===== src/rtl/rgb_pwm_driver.sv =====
// Three-channel PWM driver for a discrete RGB LED. Duties are latched at
// period wraps so a colour change never truncates a pulse in flight.
module rgb_pwm_lane (
  input  logic       clk,
  input  logic       rst,
  input  logic       enable,
  input  logic [7:0] pwm_cnt,
  input  logic [7:0] duty,
  output logic       led
);
  // 0xFF is forced full-on; otherwise the last count (255) would read low
  always_ff @(posedge clk or posedge rst) begin
    if (rst) led <= 1'b0;
    else     led <= enable && ((duty == 8'hFF) || (pwm_cnt < duty));
  end
endmodule

module rgb_pwm_driver #(
  parameter int PRESCALE = 4
) (
  input  logic        clk,
  input  logic        rst,
  input  logic [23:0] light,
  input  logic        enable,
  output logic        led_r,
  output logic        led_g,
  output logic        led_b,
  output logic        period_start
);
  localparam int NUM_LANES = 3;
  localparam int PW = (PRESCALE > 1) ? $clog2(PRESCALE) : 1;
  localparam logic [PW-1:0] PRE_MAX = PW'(PRESCALE - 1);

  logic [PW-1:0]                pre;
  logic [7:0]                   pwm_cnt;
  logic [NUM_LANES-1:0][7:0]    duty;
  logic [NUM_LANES-1:0]         led;
  logic                         tick;
  logic                         wrap;

  assign tick = enable && (pre == PRE_MAX);
  assign wrap = tick && (pwm_cnt == 8'hFF);

  always_ff @(posedge clk or posedge rst) begin
    if (rst) begin
      pre          <= '0;
      pwm_cnt      <= '0;
      duty         <= '0;
      period_start <= 1'b0;
    end else if (!enable) begin
      // idle: counters parked at 0, duties follow light so restart uses fresh colour
      pre          <= '0;
      pwm_cnt      <= '0;
      duty         <= light;
      period_start <= 1'b0;
    end else begin
      pre          <= (pre == PRE_MAX) ? '0 : pre + 1'b1;
      if (tick) pwm_cnt <= pwm_cnt + 8'd1;
      if (wrap) duty    <= light;
      period_start <= wrap;
    end
  end

  for (genvar i = 0; i < NUM_LANES; i++) begin : g_lane
    rgb_pwm_lane u_lane (
      .clk     (clk),
      .rst     (rst),
      .enable  (enable),
      .pwm_cnt (pwm_cnt),
      .duty    (duty[i]),
      .led     (led[i])
    );
  end

  assign led_r = led[2];
  assign led_g = led[1];
  assign led_b = led[0];
endmodule


===== config.mk =====
export PLATFORM = sky130hd
export DESIGN_NAME = rgb_pwm_driver
export DESIGN_NICKNAME = d
export VERILOG_FILES = /design/src/rtl/rgb_pwm_driver.sv
export SDC_FILE = /design/constraint.sdc
export NUM_CORES = 1
export LEC_CHECK = 0
export ABC_AREA = 0
export ABC_CLOCK_PERIOD_IN_PS = 1900
export CAP_MARGIN = 15
export CORE_MARGIN = 3
export CORE_UTILIZATION = 25
export CTS_CLUSTER_SIZE = 30
export DETAILED_ROUTE_END_ITERATION = 8
export PLACE_DENSITY_LB_ADDON = 0.2
export SETUP_SLACK_MARGIN = 0.3
export SYNTH_ARGS = -nofsm -noshare
export SYNTH_HDL_FRONTEND = slang
export SYNTH_SLANG_ARGS = --single-unit

===== constraint.sdc =====
create_clock -name clk -period 1.9 [get_ports clk]
set_clock_uncertainty 0.15 [all_clocks]
set_input_delay 0.285 -clock clk [delete_from_list [all_inputs] [get_ports clk]]
set_output_delay 0.285 -clock clk [all_outputs]
set_load 0.01 [all_outputs]

== Yosys cells after proc, flatten, opt, wreduce, memory -nomap -nowiden ==
Cells that the tools add are included.

* Multiplexer cells: 7
* $lt $le $gt $ge: 3
* Reduce and logical (&&, ||, !) cells: 8
* $add $sub $neg: 2
* Equality and inequality tests: 7

{| class="wikitable"
|+ Operators with widths
! kind !! count
|-
| 24-bit 2-to-1 mux || 2
|-
| 8-bit == test, second input constant || 4
|-
| 8-bit less-than comparator || 3
|-
| 8-bit 2-to-1 mux || 2
|-
| 8-bit by 1-bit adder with 8-bit output, second input constant || 1
|-
| 1-bit logical AND || 5
|-
| 2-bit 2-to-1 mux || 2
|-
| 2-bit by 1-bit != test with 1-bit output, second input constant || 2
|-
| 1-bit logical OR || 3
|-
| 2-bit by 1-bit adder with 2-bit output, second input constant || 1
|-
| 2-bit == test, second input constant || 1
|-
| 1-bit 2-to-1 mux || 1
|}

* Logic and storage cells: 36
* Input bits: 27
* Register bits: 38

== Depth between registers and ports, before layout ==
* Word-level depth: 5
* Gate-level depth with buffers: 6
* Mapped depth without buffers: 6

== Hierarchy ==
Synthesis repeated with hierarchy kept, for this count alone.

* Cell total of the unflattened synthesis: 188
* Area, all modules: 2152.1 um^2

{| class="wikitable"
|+ Modules (own cells, without submodules)
! module !! instances !! seq. area each (um^2) !! area an instance (um^2) !! cells an instance
|-
| rgb_pwm_driver || 1 || 875.8 || 1427.6 || 98
|-
| rgb_pwm_lane || 3 || 25.0 || 241.5 || 30
|}

== Worst setup path after synthesis ==
Ideal clock, no wire load.

* Path type: reg-to-reg
* Start point: reg pre[0]
* End point: reg duty[10] (netlist name)
* Path buffers: 2
* Setup slack: -0.005 ns
* Data arrival time: 1.630 ns
* Cell stages (with the launch flop): 7
* Cell sequence: dfrtp_1 > ha_1 > buf_6 > and4_4 > a31oi_4 > buf_6 > mux2_4

* Longest elaborated chain between the ends: 4

{| class="wikitable"
|+ RTL lines
! element !! line !! source
|-
| start: declaration || 34 || <nowiki>logic [PW-1:0] pre;</nowiki>
|-
| start signal: assignment || 57 || <nowiki>pre <= (pre == PRE_MAX) ? '0 : pre + 1'b1;</nowiki>
|-
| 2-bit == test || 41 || <nowiki>assign tick = enable && (pre == PRE_MAX);</nowiki>
|-
| 1-bit logical AND || 41 ||
|-
| 1-bit logical AND || 42 || <nowiki>assign wrap = tick && (pwm_cnt == 8'hFF);</nowiki>
|-
| 2-bit by 1-bit != test with 1-bit output (no source line) || n/a ||
|-
| end signal: assignment || 54 || <nowiki>duty <= light;</nowiki>
|-
| end signal: assignment || 59 || <nowiki>if (wrap) duty <= light;</nowiki>
|-
| end: declaration || 36 || <nowiki>logic [NUM_LANES-1:0][7:0] duty;</nowiki>
|}

No other way between the ends.
A chain may end at the register's enable or synchronous reset.

== Final worst setup path ==
* Start point: reg pwm_cnt[1]
* End point: reg duty[11] (netlist name)

* Longest elaborated chain between the ends: 3

{| class="wikitable"
|+ RTL lines
! element !! line !! source
|-
| start: declaration || 35 || <nowiki>logic [7:0] pwm_cnt;</nowiki>
|-
| start signal: assignment || 58 || <nowiki>if (tick) pwm_cnt <= pwm_cnt + 8'd1;</nowiki>
|-
| 8-bit == test || 42 ||
|-
| 1-bit logical AND || 42 ||
|-
| 2-bit by 1-bit != test with 1-bit output (no source line) || n/a ||
|}

No other way between the ends.

==> run_summary.xml <==
<?xml version="1.0" encoding="UTF-8"?>
<metrics>
  <group name="status">
    <metric name="status" unit="">completed</metric>
  </group>
  <group name="clocking">
    <metric name="clock_tree.buffer_depth" unit="">2</metric>
    <metric name="cts.sinks" unit="">38</metric>
    <metric name="cts_htree_levels" unit="">2</metric>
    <metric name="cts_root_buffer" unit="">sky130_fd_sc_hd__clkbuf_8</metric>
    <metric name="tritoncts" unit="">yes</metric>
    <metric name="worst_skew_pair.late_latency" unit="ns">0.30</metric>
    <metric name="cts-buffers-inserted" unit="">5</metric>
    <metric name="cts_hold_buffers" unit="">0</metric>
    <metric name="worst_setup_hold_path_clk_slew" unit="ns">0.08</metric>
  </group>
  <group name="critical_path">
    <metric name="r2r-end" unit="">duty[11]</metric>
    <metric name="slowest_delay" unit="ns">0.39</metric>
    <metric name="critical_path.n_buffers_inverters" unit="">1</metric>
    <metric name="critPathArrivalTime" unit="ns">1.87</metric>
    <metric name="cp_max_fo" unit="">10</metric>
    <metric name="critPathLaunchType" unit="">flip-flop</metric>
    <metric name="regToRegSetupSlack" unit="ns">0.06</metric>
    <metric name="timing_worst_setup_path_type" unit="">reg -&gt; reg</metric>
    <metric name="worst_path_dominant_cell_family" unit="">flip-flops</metric>
    <metric name="critical-path-slowest-cell" unit="">sky130_fd_sc_hd__dfrtp_1</metric>
    <metric name="r2r.worst_path.cells" unit="">5</metric>
    <metric name="crit_path_end_kind" unit="">flip-flop</metric>
    <metric name="regToRegStartpoint" unit="">pwm_cnt[1]</metric>
    <metric name="cp_cell_sequence" unit="">ha_2 -&gt; and4_4 -&gt; a31oi_4 -&gt; clkbuf_16 -&gt; mux2_4</metric>
    <metric name="required" unit="ns">1.94</metric>
  </group>
  <group name="synthesis">
    <metric name="yosys_warnings" unit="">0</metric>
    <metric name="synth-seq-cells" unit="">38</metric>
    <metric name="synth_common_cells" unit="">38 x sky130_fd_sc_hd__dfrtp_1, 24 x sky130_fd_sc_hd__inv_1, 23 x sky130_fd_sc_hd__ha_1, 20 x sky130_fd_sc_hd__mux2_4, 14 x sky130_fd_sc_hd__nor2_1</metric>
    <metric name="async_reset_ff_share" unit="%">100.0</metric>
    <metric name="netlist_top_cells_area" unit="">sky130_fd_sc_hd__dfrtp_1 44%, sky130_fd_sc_hd__mux2_4 14%, sky130_fd_sc_hd__ha_1 13%</metric>
    <metric name="synth_enable_flop_cells" unit="">0</metric>
    <metric name="synth_largest_area_cell" unit="">sky130_fd_sc_hd__dfrtp_1</metric>
    <metric name="synthDistinctLibCells" unit="">26</metric>
    <metric name="synth.most_common_cell" unit="">sky130_fd_sc_hd__dfrtp_1</metric>
    <metric name="synth-main-ff-cell" unit="">sky130_fd_sc_hd__dfrtp_1</metric>
    <metric name="syn_area" unit="sq mm">0.002162</metric>
    <metric name="synth_top_area_share" unit="%">43.98</metric>
    <metric name="netlist_instances" unit="">186</metric>
    <metric name="ys_seq_area_share" unit="%">43.98</metric>
    <metric name="mean_post_synth_cell_area" unit="sq um">11.62</metric>
    <metric name="synth_nets" unit="">236</metric>
  </group>
  <group name="route">
    <metric name="drc_errors" unit="">0</metric>
    <metric name="detail_route.wl_per_cell" unit="um">13.90</metric>
    <metric name="total_via_count_in_the_routed_design" unit="">1488</metric>
    <metric name="overall_routed_net_length" unit="um">4795</metric>
    <metric name="topRoutingLayerUsed" unit="">met4</metric>
    <metric name="first_iter_violations" unit="">54</metric>
    <metric name="routed-wl-met3" unit="um">162</metric>
    <metric name="route.met2.wl" unit="um">2261</metric>
    <metric name="drtPass1Iterations" unit="">4</metric>
    <metric name="postRouteAntennaNets" unit="">0</metric>
    <metric name="drt-vias-per-instance" unit="">4.313</metric>
    <metric name="detail_route.wirelength.met1" unit="um">2305</metric>
  </group>
  <group name="finish">
    <metric name="syn2layout_area_growth" unit="%">36.81</metric>
    <metric name="layout-drive-gt1-share" unit="%">28.75</metric>
    <metric name="fill_cells" unit="">839</metric>
    <metric name="count_of_antenna_diodes_in_the_layout" unit="">0</metric>
    <metric name="finish.net_count" unit="">289</metric>
  </group>
  <group name="run">
    <metric name="drv_cap" unit="">0</metric>
  </group>
  <group name="floorplanning">
    <metric name="area_of_the_placeable_core" unit="sq mm">0.008299</metric>
    <metric name="floorplan.rows" unit="">33</metric>
    <metric name="die_area" unit="sq mm">0.009800</metric>
    <metric name="die_w" unit="um">99.00</metric>
    <metric name="effective_utilization_at_floorplan" unit="%">26.05</metric>
    <metric name="die_height" unit="um">99.00</metric>
    <metric name="io_pins" unit="">31</metric>
  </group>
  <group name="placed_design">
    <metric name="finalWeightedCongestion" unit="">0.7512</metric>
    <metric name="hpwlAfterDp" unit="um">3295</metric>
    <metric name="place.port_buffers" unit="">30</metric>
    <metric name="preCtsSetupSlack" unit="ns">0.01115</metric>
  </group>
  <group name="sta">
    <metric name="unrepaired_setup_endpoints_after_global_routing" unit="">true</metric>
    <metric name="clock.fmax" unit="MHz">544.0</metric>
    <metric name="final_hold_viol_count" unit="">0</metric>
    <metric name="final.setup.tns" unit="ns">0</metric>
    <metric name="final-max-slew-violation-count" unit="">0</metric>
    <metric name="final.setup.worst_slack" unit="ns">0.06183</metric>
    <metric name="final.hold.worst_slack" unit="ns">0.1823</metric>
    <metric name="max_slew.worst_pin.slew" unit="ns">0.2720</metric>
    <metric name="report.final.setup_viol" unit="">0</metric>
    <metric name="period_minus_slack" unit="ns">1.838</metric>
    <metric name="slew_headroom" unit="%">81.87</metric>
    <metric name="timing.final.crit_share" unit="%">96.75</metric>
  </group>
  <group name="global_route">
    <metric name="globalRouteOverflowTotal" unit="">0</metric>
    <metric name="pin_count_of_the_biggest_net_entering_global_routing" unit="">39</metric>
    <metric name="wire_length_of_the_first_global_routing_pass" unit="um">7617</metric>
    <metric name="number_of_global_route_vias_before_repair" unit="">1508</metric>
    <metric name="globalRouteTotalUtil" unit="%">10.02</metric>
    <metric name="antenna_found_initial" unit="">0</metric>
  </group>
  <group name="pwr">
    <metric name="ir_worst_vdd" unit="mV">0.3039</metric>
    <metric name="cellLeakagePower" unit="uW">0.001412</metric>
    <metric name="p_per_area" unit="mW/mm^2">625.2</metric>
  </group>
  <group name="worst_hold_path">
    <metric name="holdCritPathClass" unit="">in -&gt; async</metric>
  </group>
</metrics>
[layout by cell type (no fill, tap or decap), types with 4 or more instances in the layout]
cell type,instances
sky130_fd_sc_hd__buf_4,12
sky130_fd_sc_hd__buf_6,4
sky130_fd_sc_hd__clkbuf_8,6
sky130_fd_sc_hd__clkdlybuf4s50_1,26
sky130_fd_sc_hd__dfrtp_1,34
sky130_fd_sc_hd__dfrtp_2,4
sky130_fd_sc_hd__ha_1,17
sky130_fd_sc_hd__ha_4,4
sky130_fd_sc_hd__inv_1,24
sky130_fd_sc_hd__mux2_2,4
sky130_fd_sc_hd__mux2_4,20
sky130_fd_sc_hd__nand3_1,6
sky130_fd_sc_hd__nand4_1,7
sky130_fd_sc_hd__nor2_1,14
sky130_fd_sc_hd__nor3_1,6
sky130_fd_sc_hd__o21ai_1,4
sky130_fd_sc_hd__xnor2_1,4
[final cells by class]
cell class,instances,area (sq um),share of cell area (%)
clock buffer,6,82.58,2.792
clock inverter,2,12.51,0.4230
inverter,24,90.09,3.046
multi-input combinational,120,1166,39.42
sequential,38,955.9,32.32
tap,105,131.4,4.442
timing repair buffer,50,519.2,17.55
[worst reg2reg max path: stages, from the launching register on]
cell and delay (ns):
sky130_fd_sc_hd__dfrtp_1 0.39, sky130_fd_sc_hd__ha_2 0.19, sky130_fd_sc_hd__and4_4 0.19, sky130_fd_sc_hd__a31oi_4 0.27
sky130_fd_sc_hd__clkbuf_16 0.24, sky130_fd_sc_hd__mux2_4 0.30
[cell families (layout without fill, tap and decap cells)]
group,count (synthesis),after routing,share of synthesized area [%]
AND/OR/NAND/NOR,49,49,12.04
flip-flops,38,38,43.98
buffers and inverters,28,82,5.903
multiplexers,25,25,16.44
adder cells (fa/ha/maj),23,23,13.31
AO/OA/AOI/OAI,16,16,5.498
XOR/XNOR,7,7,2.836
[state kept, by name, summed over array words and instances, names as in the netlist]
| signal | count |
|---|---|
| g_lane.u_lane.led | 3 |
| duty | 24 |
| period_start | 1 |
| pwm_cnt | 8 |
| pre | 2 |
[layer usage]
metal / global-route usage, % / vias to the layer above
met5: 0 / -
met4: 3.466 / 0
met3: 2.123 / 5
met2: 16.27 / 25
met1: 13.21 / 703
li1: - / 755
[worst max-delay path by stage]
stage	start	endpoint	slack [ns]	cells past startpoint
finish	pwm_cnt[1]	duty[11]	0.06	5
global route	pwm_cnt[0]	duty[1]	0.02	5
CTS	pwm_cnt[0]	duty[12]	0.04	5
detailed placement	enable	duty[12]	0.01	5
global placement	enable	duty[0]	0.02	5
floorplan	pre[0]	duty[10]	0.02	6
[report_power, final]
part / leakage, uW / internal, uW / switching [uW]
Clock: 0.0000472 / 292 / 315
Sequential: 0.000460 / 870 / 44.9
Combinational: 0.000904 / 199 / 128
Total: 0.00141 / 1360 / 488
[through the flow]
| stage | std cells | total power, uW | utilization (%) | instance area, sq um |
|---|---|---|---|---|
| floorplan | 186 | 1114 | - | 2180 |
| global placement | 328 | 1237 | 32.31 | 2681 |
| detailed placement | 328 | 1242 | 32.31 | 2681 |
| CTS | 339 | 1868 | 34.61 | 2873 |
| global route | 345 | 1945 | 35.64 | 2958 |
| finish | 345 | 1849 | 35.64 | 2958 |
[repair_timing]
item                                    4_1_cts  5_1_grt
gates cloned                                  0        1
pin swaps                                     0        7
endpoints found under the setup margin       30       29
resized for setup                            15        5
buffers inserted                              3        5
Note: power is estimated with default switching activity, not from simulation.
